<file path="src/rtl/types_pkg.sv">
// Shared types and sizing for the branch reservation station.
// Latency: n/a (types, constants and pure combinational helpers only).
// Backpressure: n/a.
// Contents: RS_BRANCH_DEPTH, PREG_W, ROB_W, NUM_CDB, the rs_data uop record,
//           rob_age() for wrap-safe ordering and cdb_hit() for wakeup matching.
package types_pkg;

  localparam int RS_BRANCH_DEPTH = 8;
  localparam int PREG_W          = 7;
  localparam int ROB_W           = 5;
  localparam int NUM_CDB         = 3;  // ALU, LSU, branch writeback ports

  typedef struct packed {
    logic [ROB_W-1:0]  rob_index;
    logic [PREG_W-1:0] pd;
    logic [PREG_W-1:0] ps1;
    logic [PREG_W-1:0] ps2;
    logic              ps1_ready;
    logic              ps2_ready;
    logic [6:0]        opcode;
    logic [2:0]        funct3;
    logic [31:0]       imm;
    logic [31:0]       pc;
  } rs_data;

  // Distance of a ROB index from the ROB head; smaller means older.
  // Subtraction wraps in ROB_W bits, so index 31 sorts before index 0
  // when the head sits at 30.
  function automatic logic [ROB_W-1:0] rob_age(input logic [ROB_W-1:0] idx,
                                               input logic [ROB_W-1:0] head);
    return idx - head;
  endfunction

  // True when any valid writeback port carries this tag. p0 is hardwired
  // ready, so tag 0 never wakes anything.
  function automatic logic cdb_hit(input logic [PREG_W-1:0]               tag,
                                   input logic [NUM_CDB-1:0]              vld,
                                   input logic [NUM_CDB-1:0][PREG_W-1:0]  tags);
    logic hit;
    hit = 1'b0;
    for (int p = 0; p < NUM_CDB; p++) begin
      if (vld[p] && (tags[p] == tag)) hit = 1'b1;
    end
    return hit && (tag != '0);
  endfunction

endpackage

</file>
<file path="src/rtl/rs_branch_age_select.sv">
// Oldest-first picker: returns the eligible entry closest to the ROB head.
// Latency: purely combinational, zero cycles.
// Backpressure: none; found_o is low when nothing is eligible.
// Ports: eligible_i (per-entry request), rob_index_i (per-entry ROB index),
//        curr_rob_tag_i (ROB head), found_o / index_o (winner).
module rs_age_select
  import types_pkg::*;
#(
  parameter int DEPTH = RS_BRANCH_DEPTH,
  parameter int IDX_W = (DEPTH > 1) ? $clog2(DEPTH) : 1
) (
  input  logic [DEPTH-1:0]            eligible_i,
  input  logic [DEPTH-1:0][ROB_W-1:0] rob_index_i,
  input  logic [ROB_W-1:0]            curr_rob_tag_i,
  output logic                        found_o,
  output logic [IDX_W-1:0]            index_o
);

  logic             found_l;
  logic [IDX_W-1:0] index_l;
  logic [ROB_W-1:0] best_age;
  logic [ROB_W-1:0] age;

  // Linear scan keeping the smallest age seen; ROB indices in flight are
  // unique, so strict less-than never has to break a tie.
  always_comb begin
    found_l  = 1'b0;
    index_l  = '0;
    best_age = '1;
    age      = '0;
    for (int i = 0; i < DEPTH; i++) begin
      age = rob_age(rob_index_i[i], curr_rob_tag_i);
      if (eligible_i[i] && (!found_l || (age < best_age))) begin
        found_l  = 1'b1;
        best_age = age;
        index_l  = IDX_W'(i);
      end
    end
  end

  assign found_o = found_l;
  assign index_o = index_l;

endmodule

</file>
<file path="src/rtl/rs_branch.sv">
// Branch/JALR reservation station: holds uops until both sources are ready,
// then issues the oldest ready one to the branch FU.
// Latency: dispatch-to-issue minimum 1 cycle; issue output registered.
// Backpressure: disp_ready drops when full or during mispredict recovery;
//               issue waits on fu_b_ready.
// Ports: clk/reset (sync, active high), disp_* dispatch handshake,
//        cdb_valid/cdb_tag wakeup, fu_b_ready, mispredict/mispredict_tag
//        recovery, curr_rob_tag age origin, issued/data_out issue result.
module rs_branch
  import types_pkg::*;
#(
  parameter int DEPTH = RS_BRANCH_DEPTH
) (
  input  logic                             clk,
  input  logic                             reset,
  input  logic                             disp_valid,
  input  rs_data                           disp_data,
  output logic                             disp_ready,
  input  logic [NUM_CDB-1:0]               cdb_valid,
  input  logic [NUM_CDB-1:0][PREG_W-1:0]   cdb_tag,
  input  logic                             fu_b_ready,
  input  logic                             mispredict,
  input  logic [ROB_W-1:0]                 mispredict_tag,
  input  logic [ROB_W-1:0]                 curr_rob_tag,
  output logic                             issued,
  output rs_data                           data_out
);

  localparam int IDX_W = (DEPTH > 1) ? $clog2(DEPTH) : 1;
  localparam int CNT_W = $clog2(DEPTH + 1);

  // State
  logic [DEPTH-1:0] valid_q, valid_d;
  rs_data           ent_q [DEPTH];
  rs_data           ent_d [DEPTH];
  logic [CNT_W-1:0] count_q, count_d;
  logic             issued_q, issued_d;
  rs_data           data_out_q, data_out_d;

  // Combinational helpers
  rs_data                    woke [DEPTH];
  rs_data                    disp_woke;
  logic [DEPTH-1:0]          eligible;
  logic [DEPTH-1:0][ROB_W-1:0] rob_vec;
  logic                      sel_found;
  logic [IDX_W-1:0]          sel_idx;
  logic [ROB_W-1:0]          sel_age;
  logic [ROB_W-1:0]          flush_age;
  logic                      issue_go;
  logic                      free_found;
  logic [IDX_W-1:0]          free_idx;
  logic                      disp_go;

  // Wakeup is applied to stored entries and to the uop being dispatched.
  // Eligibility below looks only at the registered ready bits, so a wakeup
  // seen this cycle makes an entry issuable next cycle.
  always_comb begin
    for (int i = 0; i < DEPTH; i++) begin
      woke[i] = ent_q[i];
      if (valid_q[i]) begin
        if (cdb_hit(ent_q[i].ps1, cdb_valid, cdb_tag)) woke[i].ps1_ready = 1'b1;
        if (cdb_hit(ent_q[i].ps2, cdb_valid, cdb_tag)) woke[i].ps2_ready = 1'b1;
      end
    end
    disp_woke = disp_data;
    if (cdb_hit(disp_data.ps1, cdb_valid, cdb_tag)) disp_woke.ps1_ready = 1'b1;
    if (cdb_hit(disp_data.ps2, cdb_valid, cdb_tag)) disp_woke.ps2_ready = 1'b1;
  end

  always_comb begin
    for (int i = 0; i < DEPTH; i++) begin
      eligible[i] = valid_q[i] && ent_q[i].ps1_ready && ent_q[i].ps2_ready;
      rob_vec[i]  = ent_q[i].rob_index;
    end
  end

  rs_age_select #(
    .DEPTH (DEPTH),
    .IDX_W (IDX_W)
  ) u_age_select (
    .eligible_i     (eligible),
    .rob_index_i    (rob_vec),
    .curr_rob_tag_i (curr_rob_tag),
    .found_o        (sel_found),
    .index_o        (sel_idx)
  );

  // Anything younger than the mispredicting branch is on the wrong path,
  // including the candidate we were about to issue.
  assign flush_age = rob_age(mispredict_tag, curr_rob_tag);
  assign sel_age   = rob_age(rob_vec[sel_idx], curr_rob_tag);
  assign issue_go  = fu_b_ready && sel_found && !(mispredict && (sel_age > flush_age));

  assign disp_ready = (count_q < CNT_W'(DEPTH)) && !mispredict;

  // Lowest free slot, judged on registered valids: a slot vacated by this
  // cycle's issue or flush is not handed out until next cycle.
  always_comb begin
    free_found = 1'b0;
    free_idx   = '0;
    for (int i = DEPTH - 1; i >= 0; i--) begin
      if (!valid_q[i]) begin
        free_found = 1'b1;
        free_idx   = IDX_W'(i);
      end
    end
  end

  assign disp_go = disp_valid && disp_ready && free_found;

  always_comb begin
    valid_d    = valid_q;
    ent_d      = woke;
    data_out_d = data_out_q;
    issued_d   = issue_go;
    count_d    = '0;

    if (issue_go) begin
      valid_d[sel_idx] = 1'b0;
      data_out_d       = woke[sel_idx];
    end

    if (mispredict) begin
      for (int i = 0; i < DEPTH; i++) begin
        if (rob_age(ent_q[i].rob_index, curr_rob_tag) > flush_age) valid_d[i] = 1'b0;
      end
    end

    if (disp_go) begin
      valid_d[free_idx] = 1'b1;
      ent_d[free_idx]   = disp_woke;
    end

    // Count tracks the next valid set, which already folds in
    // dispatch, issue and flush for this cycle.
    for (int i = 0; i < DEPTH; i++) begin
      count_d = count_d + CNT_W'(valid_d[i]);
    end
  end

  // Entry payload needs no reset: valid gates every use of it.
  always_ff @(posedge clk) begin
    ent_q <= ent_d;
    if (reset) begin
      valid_q    <= '0;
      count_q    <= '0;
      issued_q   <= 1'b0;
      data_out_q <= '0;
    end else begin
      valid_q    <= valid_d;
      count_q    <= count_d;
      issued_q   <= issued_d;
      data_out_q <= data_out_d;
    end
  end

  assign issued   = issued_q;
  assign data_out = data_out_q;

endmodule

</file>
<file path="config.mk">
export PLATFORM = sky130hd
export DESIGN_NAME = rs_branch
export DESIGN_NICKNAME = d
export VERILOG_FILES = /design/src/rtl/types_pkg.sv /design/src/rtl/rs_branch_age_select.sv /design/src/rtl/rs_branch.sv
export SDC_FILE = /design/constraint.sdc
export NUM_CORES = 2
export LEC_CHECK = 0
export ABC_AREA = 1
export CORE_ASPECT_RATIO = 1.1
export CORE_UTILIZATION = 40
export DETAILED_ROUTE_END_ITERATION = 10
export PLACE_DENSITY = 0.59
export SLEW_MARGIN = 20
export SYNTH_ARGS = -nofsm -noshare
export SYNTH_HDL_FRONTEND = slang
export SYNTH_SLANG_ARGS = --single-unit
</file>
<file path="constraint.sdc">
create_clock -name clk -period 24.1 [get_ports clk]
set_input_delay 3.615 -clock clk [delete_from_list [all_inputs] [get_ports clk]]
set_output_delay 3.615 -clock clk [all_outputs]
set_load 0.03 [all_outputs]
</file>
==> impl_metrics.json <==
{
  "outcome": "finished clean",
  "synth.area.mux_share_pct": 0.0225,
  "dieArea_mm2": 0.113,
  "die_w_um": 320,
  "critPathBufInv": 8,
  "initial_core_util_pct": 40.6,
  "globalRouteOverflowTotal": 0,
  "cp.required_ns": 24.68,
  "slew_viol_final": 0,
  "drt_wl_total_um": 145000,
  "critPathArrivalTime_ns": 22.01,
  "fill_cells": 10100,
  "drt-met1-wl_um": 61100,
  "cp_max_fo": 81,
  "path_depth": 92,
  "synth_ff_type": "edfxtp_1",
  "cpMostUsedCell": "nand2_1",
  "setup_ws_ns": 2.67,
  "num_vias": 34000,
  "endpoint_kind": "flop",
  "drc_errors": 0,
  "drtIter0Drc": 4044,
  "criticalPathCategory": "in2reg",
  "startpoint": "curr_rob_tag[1]",
  "hold_violations": 0,
  "seq_area_frac_synth_pct": 59.7,
  "crit_path_top_delay_cell": "buf_4",
  "synthTopCellsByArea": "edfxtp_1 54%, nand2_1 6.4%, dfxtp_1 5.8%, o21ai_0 5.2%, nor2_1 3.9%",
  "io_buffers": 244,
  "num_rows": 127,
  "finalSetupViolations": 0,
  "max_stage_delay_ns": 0.79,
  "synth_compound_area_share_pct": 10.9,
  "finalCriticalPeriod_ns": 21.43,
  "grt_antenna_before_repair": 17,
  "r2r_end": "count_q[3]$_SDFF_PP0_",
  "ys_types": 52,
  "p_per_area_mw_per_mm2": 71.0,
  "timing.clock.skew_ns": 0.0306,
  "peakVddDrop_mv": 0.0546,
  "clock_path_buffers": 3,
  "ios": 245,
  "wl_met2_um": 65000,
  "met3_length_um": 13500,
  "grt_max_degree": 194,
  "cp-start-kind": "primary input",
  "cts.sinks": 928,
  "core_mm2": 0.110,
  "holdBufCountCts": 0,
  "viasPerCell": 5.61,
  "cts_buffers": 98,
  "holdPathEnd": "ent_q[279]$_DFF_P_",
  "finalNetCount": 4809,
  "grtUsageTotal_pct": 25.4,
  "yosysTopAreaCellShare_pct": 54.0,
  "tightest_slew_ns": 1.21,
  "cts_resized": 0,
  "syn_nets": 4642,
  "finalSetupTns_ns": 0,
  "clk_latency_ns": 0.69,
  "min_path_cells": 2,
  "reg2reg_depth": 93,
  "dp_hpwl_um": 85400,
  "synth_edf_count": 800,
  "leakage_nw": 19.4,
  "grt_pass1_vias": 32400,
  "wl_per_cell_um": 24.0,
  "cts-root-buf": "clkbuf_16",
  "post_cts_buffers": 0,
  "cp_top_family": "simple AND/OR/NAND/NOR gates",
  "area_growth_pct": 15.7,
  "drive_above_1_share_pct": 5.25,
  "yosysMostFrequentCell": "edfxtp_1",
  "synth.top_cells.by_count": "800 x edfxtp_1, 761 x nand2_1, 465 x o21ai_0",
  "ant_nets": 0,
  "grt_pass1_wl_um": 213000,
  "synthSimpleGateAreaFrac_pct": 16.9,
  "synth.largest_area_cell": "edfxtp_1",
  "htreeDepth": 3,
  "gp_congestion": 0.955,
  "synth_fa_ha_area_share_pct": 3.68,
  "cts_tree": "built",
  "highest_layer": "met5",
  "syn_avg_cell_area_um2": 10.2,
  "rr_startpoint": "ent_q[811]$_DFFE_PP_",
  "synth_cells": 4378,
  "regToRegSetupSlack_ns": 6.08,
  "clkTransAtPathRegs_ns": 0.07,
  "die_h_um": 352,
  "synth_xor_area_share_pct": 3.27,
  "synth_top_family_by_area": "simple AND/OR/NAND/NOR gates",
  "synth_seq_cells": 928,
  "ys_warn_count": 0,
  "hold_path_class": "reg2reg",
  "min_from": "ent_q[279]$_DFF_P_",
  "async_flop_share_pct": 0,
  "synth_area_mm2": 0.0445,
  "drv_cap": 0,
  "slew_headroom_pct": 19.0,
  "dp_slack_ns": 2.04,
  "rsz0062_at_grt": "false",
  "period_share_pct": 88.9,
  "fmax_mhz": 46.7,
  "first_pass_iters": 6
}
-- final cells by class --
type,instances,area [um^2],area share (%)
inverter,366,1400,2.71
clock inverter,37,465,0.904
sequential,928,26600,51.6
clock buffer,148,2800,5.45
antenna,6,15.0,0.0292
multi-input combinational,2844,15500,30.1
timing repair buffer,307,2930,5.69
tap,1419,1780,3.45
-- layout by cell type (no fill, tap or decap), types with 17 or more instances in the layout --
cell               n
nand3b_1          83
dfxtp_1          128
xor2_1           109
buf_4             61
nor4_1            24
o21ai_0          465
a221oi_1          42
o21ai_1           22
clkinv_1          17
clkdlybuf4s50_1  244
clkbuf_16        101
a21oi_1           84
inv_1            348
nand3_1          314
nor2_1           457
clkbuf_1          37
nor3_1            38
xnor2_1           57
o22ai_1           78
edfxtp_1         800
nand4_1           26
o2111ai_1         35
ha_1             110
a2111oi_0         18
nand2_1          760
-- state kept, by name (all words and copies together), names as in the netlist --
name      flops
ent_q       816
valid_q       8
count_q       1
issued        1
data_out    102
-- power by group --
group | leakage [nW] | total [W] | switching (W) | internal, W
combinational | 9.54 | 0.000330 | 0.000219 | 0.000110
clock | 1.58 | 0.00154 | 0.000641 | 0.000903
sequential | 8.26 | 0.00178 | 0.0000122 | 0.00177
total | 19.4 | 0.00365 | 0.000873 | 0.00278
-- logic make-up (layout without fill, tap and decap cells) --
group / after synthesis / count (layout)
DFF: 928 / 928
xor gates and xnor gates: 166 / 166
adders and majority gates: 123 / 123
and+or+nand+nor: 1730 / 1730
buffers and inverters: 606 / 858
muxes: 1 / 1
AOI/OAI and AO/OA: 824 / 824
other: 0 / 6
-- how the worst max path moves through the flow --
stage	slack, ns	to
2_1_floorplan	5.95	count_q[3]$_SDFF_PP0_
3_3_place_gp	2.28	count_q[3]$_SDFF_PP0_
3_5_place_dp	2.04	count_q[3]$_SDFF_PP0_
4_1_cts	2.68	count_q[3]$_SDFF_PP0_
5_1_grt	0.94	count_q[3]$_SDFF_PP0_
6_report	2.67	count_q[3]$_SDFF_PP0_
-- worst min-delay path, stage by stage (launching register included) --
cell	delay, ns
dfxtp_1	0.32
o21ai_0	0.08
o21ai_0	0.06
-- metrics by stage --
stage	hold slack [ns]	std cells	total power, W	cell area [um^2]	util, %
6_report	0.498	6055	0.00365	51500	47.0
4_1_cts	0.495	6049	0.00368	51500	46.9
3_3_place_gp	0.470	5864	0.00213	48200	44.0
3_5_place_dp	0.477	5864	0.00214	48200	44.0
5_1_grt	0.539	6051	0.00377	51500	46.9
2_1_floorplan	0.452	4378	0.00199	44500	-
-- routing by layer --
layer	GRT usage [%]	vias up
met5	0	-
met4	9.54	18
met3	4.77	356
met2	40.4	1584
met1	34.5	16300
li1	-	15700
Power figures use the tool's default switching activity.
